<file path="src/rtl/router_out_arb.sv">
// router_out_arb: packet-granular round-robin drain of three output FIFOs
// onto one byte channel, with header length parsing and stall timeout.
module router_out_arb #(
  parameter int TIMEOUT = 30,
  parameter int NPORT   = 3
) (
  input  logic       clock,
  input  logic       reset,
  input  logic       empty_0,
  input  logic       empty_1,
  input  logic       empty_2,
  input  logic       soft_reset_0,
  input  logic       soft_reset_1,
  input  logic       soft_reset_2,
  input  logic [7:0] data_out_0,
  input  logic [7:0] data_out_1,
  input  logic [7:0] data_out_2,
  input  logic       out_ready,
  output logic       read_enb_0,
  output logic       read_enb_1,
  output logic       read_enb_2,
  output logic [7:0] out_data,
  output logic       out_valid,
  output logic       out_sop,
  output logic       out_eop,
  output logic [1:0] out_port,
  output logic       arb_busy,
  output logic       hdr_err,
  output logic       timeout_err
);

  localparam int         SW   = $clog2(TIMEOUT + 1);
  localparam logic [1:0] LAST = 2'(NPORT - 1);

  typedef enum logic [1:0] {IDLE, HDR, HWAIT, STREAM} state_e;

  state_e        state_q, state_d;
  logic [1:0]    grant_q, grant_d;
  logic [1:0]    rr_q, rr_d;
  logic [1:0]    port_q, port_d;
  logic [6:0]    rem_q, rem_d;
  logic [SW-1:0] stall_q, stall_d;
  logic          valid_q, valid_d;
  logic          sop_q, sop_d;
  logic          eop_q, eop_d;
  logic          tmo_q, tmo_d;

  logic [2:0] empty_v;
  logic [2:0] sr_v;
  logic       emp_g;
  logic       sr_g;
  logic [7:0] gdata;
  logic [7:0] pdata;
  logic [1:0] pick;
  logic       issue;

  function automatic logic bit_of(input logic [2:0] v,
                                  input logic [1:0] i);
    logic b;
    case (i)
      2'd0:    b = v[0];
      2'd1:    b = v[1];
      2'd2:    b = v[2];
      default: b = 1'b1;
    endcase
    return b;
  endfunction

  function automatic logic [1:0] inc(input logic [1:0] p);
    return (p == LAST) ? 2'd0 : p + 2'd1;
  endfunction

  assign empty_v = {empty_2, empty_1, empty_0};
  assign sr_v    = {soft_reset_2, soft_reset_1, soft_reset_0};
  assign emp_g   = bit_of(empty_v, grant_q);
  assign sr_g    = bit_of(~sr_v, grant_q) == 1'b0;

  always_comb begin
    gdata = 8'h00;
    case (grant_q)
      2'd0:    gdata = data_out_0;
      2'd1:    gdata = data_out_1;
      2'd2:    gdata = data_out_2;
      default: gdata = 8'h00;
    endcase
  end

  always_comb begin
    pdata = 8'h00;
    case (port_q)
      2'd0:    pdata = data_out_0;
      2'd1:    pdata = data_out_1;
      2'd2:    pdata = data_out_2;
      default: pdata = 8'h00;
    endcase
  end

  always_comb begin
    pick = inc(inc(rr_q));
    if (!bit_of(empty_v, rr_q))
      pick = rr_q;
    else if (!bit_of(empty_v, inc(rr_q)))
      pick = inc(rr_q);
  end

  // Reads are withheld during reset so the FIFOs keep their contents.
  assign issue = out_ready & ~emp_g & ~sr_g & ~reset &
                 ((state_q == HDR) |
                  ((state_q == STREAM) & (rem_q != 7'd0)));

  assign read_enb_0 = issue & (grant_q == 2'd0);
  assign read_enb_1 = issue & (grant_q == 2'd1);
  assign read_enb_2 = issue & (grant_q == 2'd2);

  assign hdr_err = (state_q == HWAIT) & ~sr_g &
                   (gdata[1:0] != grant_q);

  always_comb begin
    state_d = state_q;
    grant_d = grant_q;
    rr_d    = rr_q;
    rem_d   = rem_q;
    stall_d = stall_q;
    tmo_d   = 1'b0;
    valid_d = issue;
    sop_d   = issue & (state_q == HDR);
    eop_d   = issue & (state_q == STREAM) & (rem_q == 7'd1);
    port_d  = issue ? grant_q : port_q;
    unique case (state_q)
      IDLE: begin
        stall_d = '0;
        if (!(&empty_v)) begin
          grant_d = pick;
          state_d = HDR;
        end
      end
      HDR: begin
        if (sr_g) begin
          state_d = IDLE;
          rr_d    = inc(grant_q);
        end else if (issue) begin
          state_d = HWAIT;
        end
      end
      HWAIT: begin
        if (sr_g) begin
          state_d = IDLE;
          rr_d    = inc(grant_q);
        end else begin
          rem_d   = {1'b0, gdata[7:2]} + 7'd1;
          stall_d = '0;
          state_d = STREAM;
        end
      end
      STREAM: begin
        if (sr_g) begin
          state_d = IDLE;
          rr_d    = inc(grant_q);
          stall_d = '0;
        end else if (issue) begin
          rem_d   = rem_q - 7'd1;
          stall_d = '0;
          if (rem_q == 7'd1) begin
            state_d = IDLE;
            rr_d    = inc(grant_q);
          end
        end else if (emp_g && rem_q != 7'd0) begin
          if (stall_q == SW'(TIMEOUT - 1)) begin
            state_d = IDLE;
            rr_d    = inc(grant_q);
            stall_d = '0;
            tmo_d   = 1'b1;
          end else begin
            stall_d = stall_q + 1'b1;
          end
        end
      end
      default: state_d = IDLE;
    endcase
  end

  always_ff @(posedge clock) begin
    if (reset) begin
      state_q <= IDLE;
      grant_q <= 2'd0;
      rr_q    <= 2'd0;
      port_q  <= 2'd0;
      rem_q   <= 7'd0;
      stall_q <= '0;
      valid_q <= 1'b0;
      sop_q   <= 1'b0;
      eop_q   <= 1'b0;
      tmo_q   <= 1'b0;
    end else begin
      state_q <= state_d;
      grant_q <= grant_d;
      rr_q    <= rr_d;
      port_q  <= port_d;
      rem_q   <= rem_d;
      stall_q <= stall_d;
      valid_q <= valid_d;
      sop_q   <= sop_d;
      eop_q   <= eop_d;
      tmo_q   <= tmo_d;
    end
  end

  assign out_valid   = valid_q;
  assign out_sop     = sop_q;
  assign out_eop     = eop_q;
  assign out_port    = port_q;
  assign timeout_err = tmo_q;
  assign arb_busy    = (state_q != IDLE);
  assign out_data    = valid_q ? pdata : 8'h00;

endmodule

</file>
<file path="config.mk">
export PLATFORM = sky130hd
export DESIGN_NAME = router_out_arb
export DESIGN_NICKNAME = d
export VERILOG_FILES = /design/src/rtl/router_out_arb.sv
export SDC_FILE = /design/constraint.sdc
export NUM_CORES = 1
export LEC_CHECK = 0
export CAP_MARGIN = 5
export CORE_MARGIN = 8
export CORE_UTILIZATION = 40
export CTS_CLUSTER_DIAMETER = 30
export DETAILED_ROUTE_END_ITERATION = 16
export HOLD_SLACK_MARGIN = 0.08
export PLACE_DENSITY = 0.67
export SETUP_SLACK_MARGIN = 0.02
export SKIP_CTS_REPAIR_TIMING = 1
export SYNTH_ARGS = -nofsm -noshare
export SYNTH_HDL_FRONTEND = slang
export SYNTH_SLANG_ARGS = --single-unit
</file>
<file path="constraint.sdc">
create_clock -name clock -period 2.9 [get_ports clock]
set_clock_uncertainty 0.15 [all_clocks]
set_input_delay 0.435 -clock clock [delete_from_list [all_inputs] [get_ports clock]]
set_output_delay 0.435 -clock clock [all_outputs]
set_load 0.01 [all_outputs]
</file>
==> results of run 1 <==
-- area by class of cell --
type | instances | share of cell area, %
clock buffers | 4 | 1.85
inverters | 14 | 1.76
multi-input cells | 216 | 52.8
flip-flops and latches | 24 | 16.2
well taps | 70 | 2.94
repair buffers | 79 | 24.5
-- power by group through the flow --
stage / sequential [uW] / clock [uW] / combinational (uW)
2_1_floorplan: 362 / 0 / 306
3_3_place_gp: 366 / 0 / 497
3_5_place_dp: 367 / 0 / 500
4_1_cts: 359 / 235 / 503
5_1_grt: 362 / 242 / 566
6_report: 360 / 229 / 515
-- routing by layer --
metal,track usage [%],vias to the layer above
li1,-,1168
met1,20.0,1095
met2,30.0,58
met3,2.21,6
met4,4.68,0
met5,0,-
-- worst paths after layout --
| kind | endpoint | slack [ns] | cells past startpoint |
|---|---|---|---|
| setup / recovery | read_enb_0 | 0.1 | 6 |
| hold / removal | stall_q[1]$_SDFFE_PP0P_ | 0.36 | 2 |
| setup reg to reg | rem_q[6]$_SDFFE_PP0P_ | 0.31 | 9 |
| hold reg to reg | stall_q[1]$_SDFFE_PP0P_ | 0.36 | 2 |
-- per-stage QoR --
| stage | TNS, ns | instances |
|---|---|---|
| after CTS | -1.18 | 407 |
| after global routing | 0 | 407 |
| after detailed placement | -1.08 | 403 |
| after floorplan | 0 | 269 |
| after global placement | -0.919 | 403 |
| final | 0 | 407 |
-- worst reg2reg max path: cells and delay by family (launching register included) --
family	cells	cell delay, ns
and+or+nand+nor	2	0.78
AOI/OAI and AO/OA	3	0.65
buffers and inverters	3	0.42
DFF	1	0.35
adders and majority gates	1	0.19
-- sequential cells by signal, indices dropped and copies added, names as in the netlist, 2 cells and up --
register / count
grant_q: 2
out_port: 2
rem_q: 7
rr_q: 2
stall_q: 5
state_q: 2
-- cell families after synthesis --
logic type / count (synthesis)
AO/OA/AOI/OAI: 86
AND/OR/NAND/NOR: 96
adder cells (fa/ha/maj): 10
multiplexers: 23
buffers and inverters: 29
XOR/XNOR: 1
flip-flops: 24
-- Yosys cell counts (4+ instances only) --
| master | count | area [sq um] |
|---|---|---|
| nor3_1 | 12 | 60.1 |
| a32o_1 | 4 | 40.0 |
| mux2i_1 | 17 | 170 |
| ha_1 | 10 | 125 |
| a21oi_1 | 16 | 80.1 |
| nor2_1 | 13 | 48.8 |
| nor3b_1 | 5 | 37.5 |
| inv_1 | 14 | 52.6 |
| o21ai_0 | 15 | 75.1 |
| clkbuf_1 | 8 | 30.0 |
| o221ai_1 | 4 | 35.0 |
| nand3_1 | 4 | 20.0 |
| nand2_1 | 18 | 67.6 |
| dfxtp_1 | 24 | 480 |
| nor2b_1 | 5 | 31.3 |
| or3_1 | 6 | 37.5 |
| a211oi_1 | 4 | 30.0 |
| a22oi_1 | 4 | 30.0 |
| and2_1 | 11 | 68.8 |
| mux2_2 | 6 | 67.6 |
| nand4_1 | 5 | 31.3 |
==> results.yml, run 1 <==
place:
  place_area_sq_mm: 0.00289
  hpwl_mm: 5.08
  place_ws_ns: -0.422
  gp_congestion: 0.857
  port-buffer-count: 51
clocking:
  clockRootBuffer: "clkbuf_8"
  clk_pin_slew_ns: 0.08
  htreeDepth: 1
  clock_path_buffers: 2
  clock_sinks: 24
  cts-buffers-inserted: 3
  cts_tree: "yes"
  clkLatencyLatePin_ns: 0.27
setup_path:
  worstPathRequired_ns: 2.32
  crit_type: "input port to output port"
  path_delay_family: "simple AND/OR/NAND/NOR gates"
  cp-end-kind: "output port"
  path_buf_inv: 2
  max_stage_delay_ns: 0.51
  cp_slowest_cell: "or4b_4"
  crit_start: "reset"
  critical_path.cell_chain: "clkdlybuf4s50_1 -> or4b_4 -> o22a_4 -> a211oi_4 -> nor3b_2 -> clkbuf_2"
  r2r-start: "grant_q[1]$_SDFFE_PP0P_"
  crit_path_start_kind: "input port"
  arrival_ns: 2.22
  cp_max_fo: 4
final_layout:
  multi_input_area_sq_mm: 0.00157
  final_area_sq_mm: 0.00298
  drive_above_1_share_pct: 16.0
  regArea_sq_um: 482
  final_cell_mix: "clkdlybuf4s50_1 (48), buf_4 (27), dfxtp_1 (23)"
  nFillCells: 498
  final_nets: 381
  num_antenna_cells: 0
  areaGrowthSynthToFinish_pct: 38.6
  final_util_pct: 57.9
  layout_commonest_cell: "clkdlybuf4s50_1"
pwr:
  pwr-share-seq_pct: 32.6
  pwr-share-clk_pct: 20.8
  fin_total_pwr_uw: 1100
  p_per_area_mw_per_mm2: 371
  swShare_pct: 35.5
  total_leakage_power_uw: 0.00113
  p_int_uw: 712
  power.switching_uw: 392
  ir_worst_vdd_mv: 0.398
  combPwrFrac_pct: 46.7
synthesis:
  yosysWarnings: 0
  synth_cell_types: 61
  yosysSeqAreaShare_pct: 22.4
  synth_edf_count: 0
  synthArstFlopShare_pct: 0
  syn_inst: 269
  synth_simple_gate_area_share_pct: 25.2
  synth_top_family_by_area: "compound AO/OA/AOI/OAI gates"
  synth_compound_area_share_pct: 29.6
  netlist_area_sq_mm: 0.00215
  synthFlopType: "dfxtp_1"
  synth_mux_area_share_pct: 11.1
  synthAdderAreaFrac_pct: 5.82
  synth_nets: 312
  synth_xor_area_share_pct: 0.408
  ys_seq_elements: 24
  syn_avg_cell_area_sq_um: 7.99
grt:
  antenna_found_initial: 0
  grt_pass1_vias: 2244
  grt_pass1_wl_mm: 10.6
  grt_max_degree: 20
  grt_overflow: 0
  track_usage_pct: 16.7
status:
  status: "completed"
detailed_routing:
  wl_met3_um: 324
  drt_pass1_iterations: 4
  wl_mm: 6.51
  wl_met2_mm: 3.23
  via_per_inst: 5.72
  vias: 2327
  drtIter0Drc: 128
  antenna_left: 0
  route.detailed.drc: 0
  top_layer_used: "met4"
  wire_per_inst_um: 16.0
  drt-met1-wl_mm: 2.89
die:
  rows: 26
  initial_core_util_pct: 41.8
  chipHeight_um: 89.3
  fp.dieW_um: 89.3
  ios: 52
  coreArea_sq_mm: 0.00514
  die_area_sq_mm: 0.00797
timing:
  setup_viol: 0
  whs_ns: 0.361
  period_share_pct: 96.6
  relSlewSlack_pct: 55.1
  slew_viol_final: 0
  grt_setup_unrepaired: "no"
  finalHoldViolCount: 0
  fmax_ghz: 0.357
  fin_ws_ns: 0.0991
  tightest_slew_ns: 0.671
  finalCriticalPeriod_ns: 2.80
flow_run:
  maxCapViolations: 0
worst_hold_path:
  min_path_type: "flop to flop"
  min_from: "stall_q[1]$_SDFFE_PP0P_"
No activity file was read; power rests on OpenSTA's default activity.
==> run 2, diff against run 1 <==
--- a/config.mk
+++ b/config.mk
@@ -6,6 +6,7 @@
 export NUM_CORES = 1
 export LEC_CHECK = 0
 export CAP_MARGIN = 5
+export CORE_ASPECT_RATIO = 0.8
 export CORE_MARGIN = 8
 export CORE_UTILIZATION = 40
 export CTS_CLUSTER_DIAMETER = 30
==> run 2 against run 1 <==
  * Hold slack lost 0.0030 ns
  * Sequential power about the same
  * Non-clock buffer count unchanged
  * Global-route usage about the same
  * Fmax shrank 1.2%
  * Clock-buffer cell count shrank 1
  * Sequential share of layout area shrank 0.088 points
  * Power up 7.1%
  * Largest power group unchanged
  * Register-to-register slack improved by 0.08 ns
  * Cell area up 0.55%
  * Cell count is 1.2% lower
  * Via count down 2.1%
==> results.yml, run 2 (synthesis gave the netlist of run 1 again) <==
status:
  status: "completed"
setup_path:
  crit_type: "input port to output port"
  critical_path.cell_chain: "clkdlybuf4s50_1 -> or4b_4 -> o22a_4 -> a211oi_4 -> nor3b_2 -> dlymetal6s2s_1"
  max_stage_delay_ns: 0.50
  cp_max_fo: 4
  arrival_ns: 2.25
  cp-end-kind: "output port"
  path_buf_inv: 2
  crit_path_start_kind: "input port"
  worstPathRequired_ns: 2.32
  cp_slowest_cell: "clkdlybuf4s50_1"
  path_delay_family: "buffers and inverters"
timing:
  setup-tns-final_ns: 0
  grt_setup_unrepaired: "yes"
  finalCriticalPeriod_ns: 2.83
  finalHoldViolCount: 0
  fin_ws_ns: 0.0652
  tightest_slew_ns: 0.609
  fmax_ghz: 0.353
  setup_viol: 0
  slew_viol_final: 0
  period_share_pct: 97.8
  relSlewSlack_pct: 59.2
detailed_routing:
  drt_pass1_iterations: 4
  drt-met1-wl_mm: 3.17
  wl_met3_um: 346
  antenna_left: 0
  wl_met2_mm: 3.05
  route.detailed.drc: 0
  top_layer_used: "met4"
  drtIter0Drc: 167
  via_per_inst: 5.67
  wl_mm: 6.61
  wire_per_inst_um: 16.4
  vias: 2279
final_layout:
  layout_commonest_cell: "clkdlybuf4s50_1"
  final_nets: 381
  areaGrowthSynthToFinish_pct: 39.4
  final_util_pct: 56.3
  largest_registers: "rem_q (7), stall_q (5)"
  final_cell_mix: "clkdlybuf4s50_1 (47), buf_4 (27), dfxtp_1 (23)"
  final_area_sq_mm: 0.00299
  drive_above_1_share_pct: 15.7
  final-instance-count-excl-fill: 402
  num_antenna_cells: 0
  largest-register: "rem_q"
  nFillCells: 514
  largest_reg_flops: 7
place:
  place_ws_ns: -0.531
  place_area_sq_mm: 0.00288
  gp_congestion: 0.874
  placed_cells: 397
  port-buffer-count: 51
  hpwl_mm: 5.15
clocking:
  clock_sinks: 24
  cts_tree: "yes"
  clockRootBuffer: "clkbuf_8"
  clk_pin_slew_ns: 0.09
  htreeDepth: 1
  clock_path_buffers: 2
  cts-buffers-inserted: 3
  clkLatencyLatePin_ns: 0.28
grt:
  grt_pass1_vias: 2214
  grt_max_degree: 22
  antenna_found_initial: 0
  grt_overflow: 0
  grt_pass1_wl_mm: 10.9
  track_usage_pct: 16.7
worst_hold_path:
  min_path_type: "flop to flop"
die:
  rows: 24
  coreArea_sq_mm: 0.00532
  fp.dieW_um: 97.9
  die_area_sq_mm: 0.00799
  ios: 52
  chipHeight_um: 81.6
  initial_core_util_pct: 40.4
pwr:
  ir_worst_vdd_mv: 0.281
  total_leakage_power_uw: 0.00117
  p_per_area_mw_per_mm2: 395
flow_run:
  maxCapViolations: 0
-- run 2: cell count changes in the layout (fill, tap and decap cells not counted), sizes merged --
cell           change
clkbuf             -2
dlymetal6s2s       +2
bufinv             +1
clkdlybuf4s50      -1
-- run 2: power breakdown --
group / switching (uW) / internal [uW]
sequential: 14.7 / 345
clock: 122 / 185
combinational: 270 / 247
total: 407 / 777
-- run 2: layout make-up --
cell class | count | area [sq um] | share of cell area, %
Timing Repair Buffer | 79 | 743 | 24.8
Multi-Input combinational cell | 216 | 1560 | 52.2
Inverter | 14 | 52.6 | 1.76
Sequential cell | 24 | 482 | 16.1
Tap cell | 65 | 81.3 | 2.72
Clock buffer | 3 | 41.3 | 1.38
Clock inverter | 1 | 30.0 | 1.00
-- run 2: path summary, 6_finish.rpt --
check	start	endpoint	slack (ns)	cells past startpoint
min	rem_q[6]$_SDFFE_PP0P_	rem_q[6]$_SDFFE_PP0P_	0.36	2
min reg2reg	rem_q[6]$_SDFFE_PP0P_	rem_q[6]$_SDFFE_PP0P_	0.36	2
max reg2reg	rem_q[1]$_SDFFE_PP0P_	stall_q[0]$_SDFFE_PP0P_	0.39	9
max	out_ready	read_enb_0	0.07	6
-- run 2: metal layers --
| metal | vias up | global-route usage, % |
|---|---|---|
| met5 | - | 0 |
| li1 | 1161 | - |
| met4 | 0 | 3.26 |
| met1 | 1048 | 21.6 |
| met3 | 4 | 2.88 |
| met2 | 66 | 28.9 |
-- run 2: tightest hold or removal path, delay by kind of cell (launching register included) --
family	cells	cell delay [ns]
flip-flops	1	0.34
AO/OA/AOI/OAI	2	0.14
-- run 2: through the flow --
stage               hold slack (ns)  total power [uW]
global route                  0.386              1260
detailed placement            0.338               867
CTS                           0.353              1170
global placement              0.339               863
floorplan                     0.305               668
finish                        0.358              1180
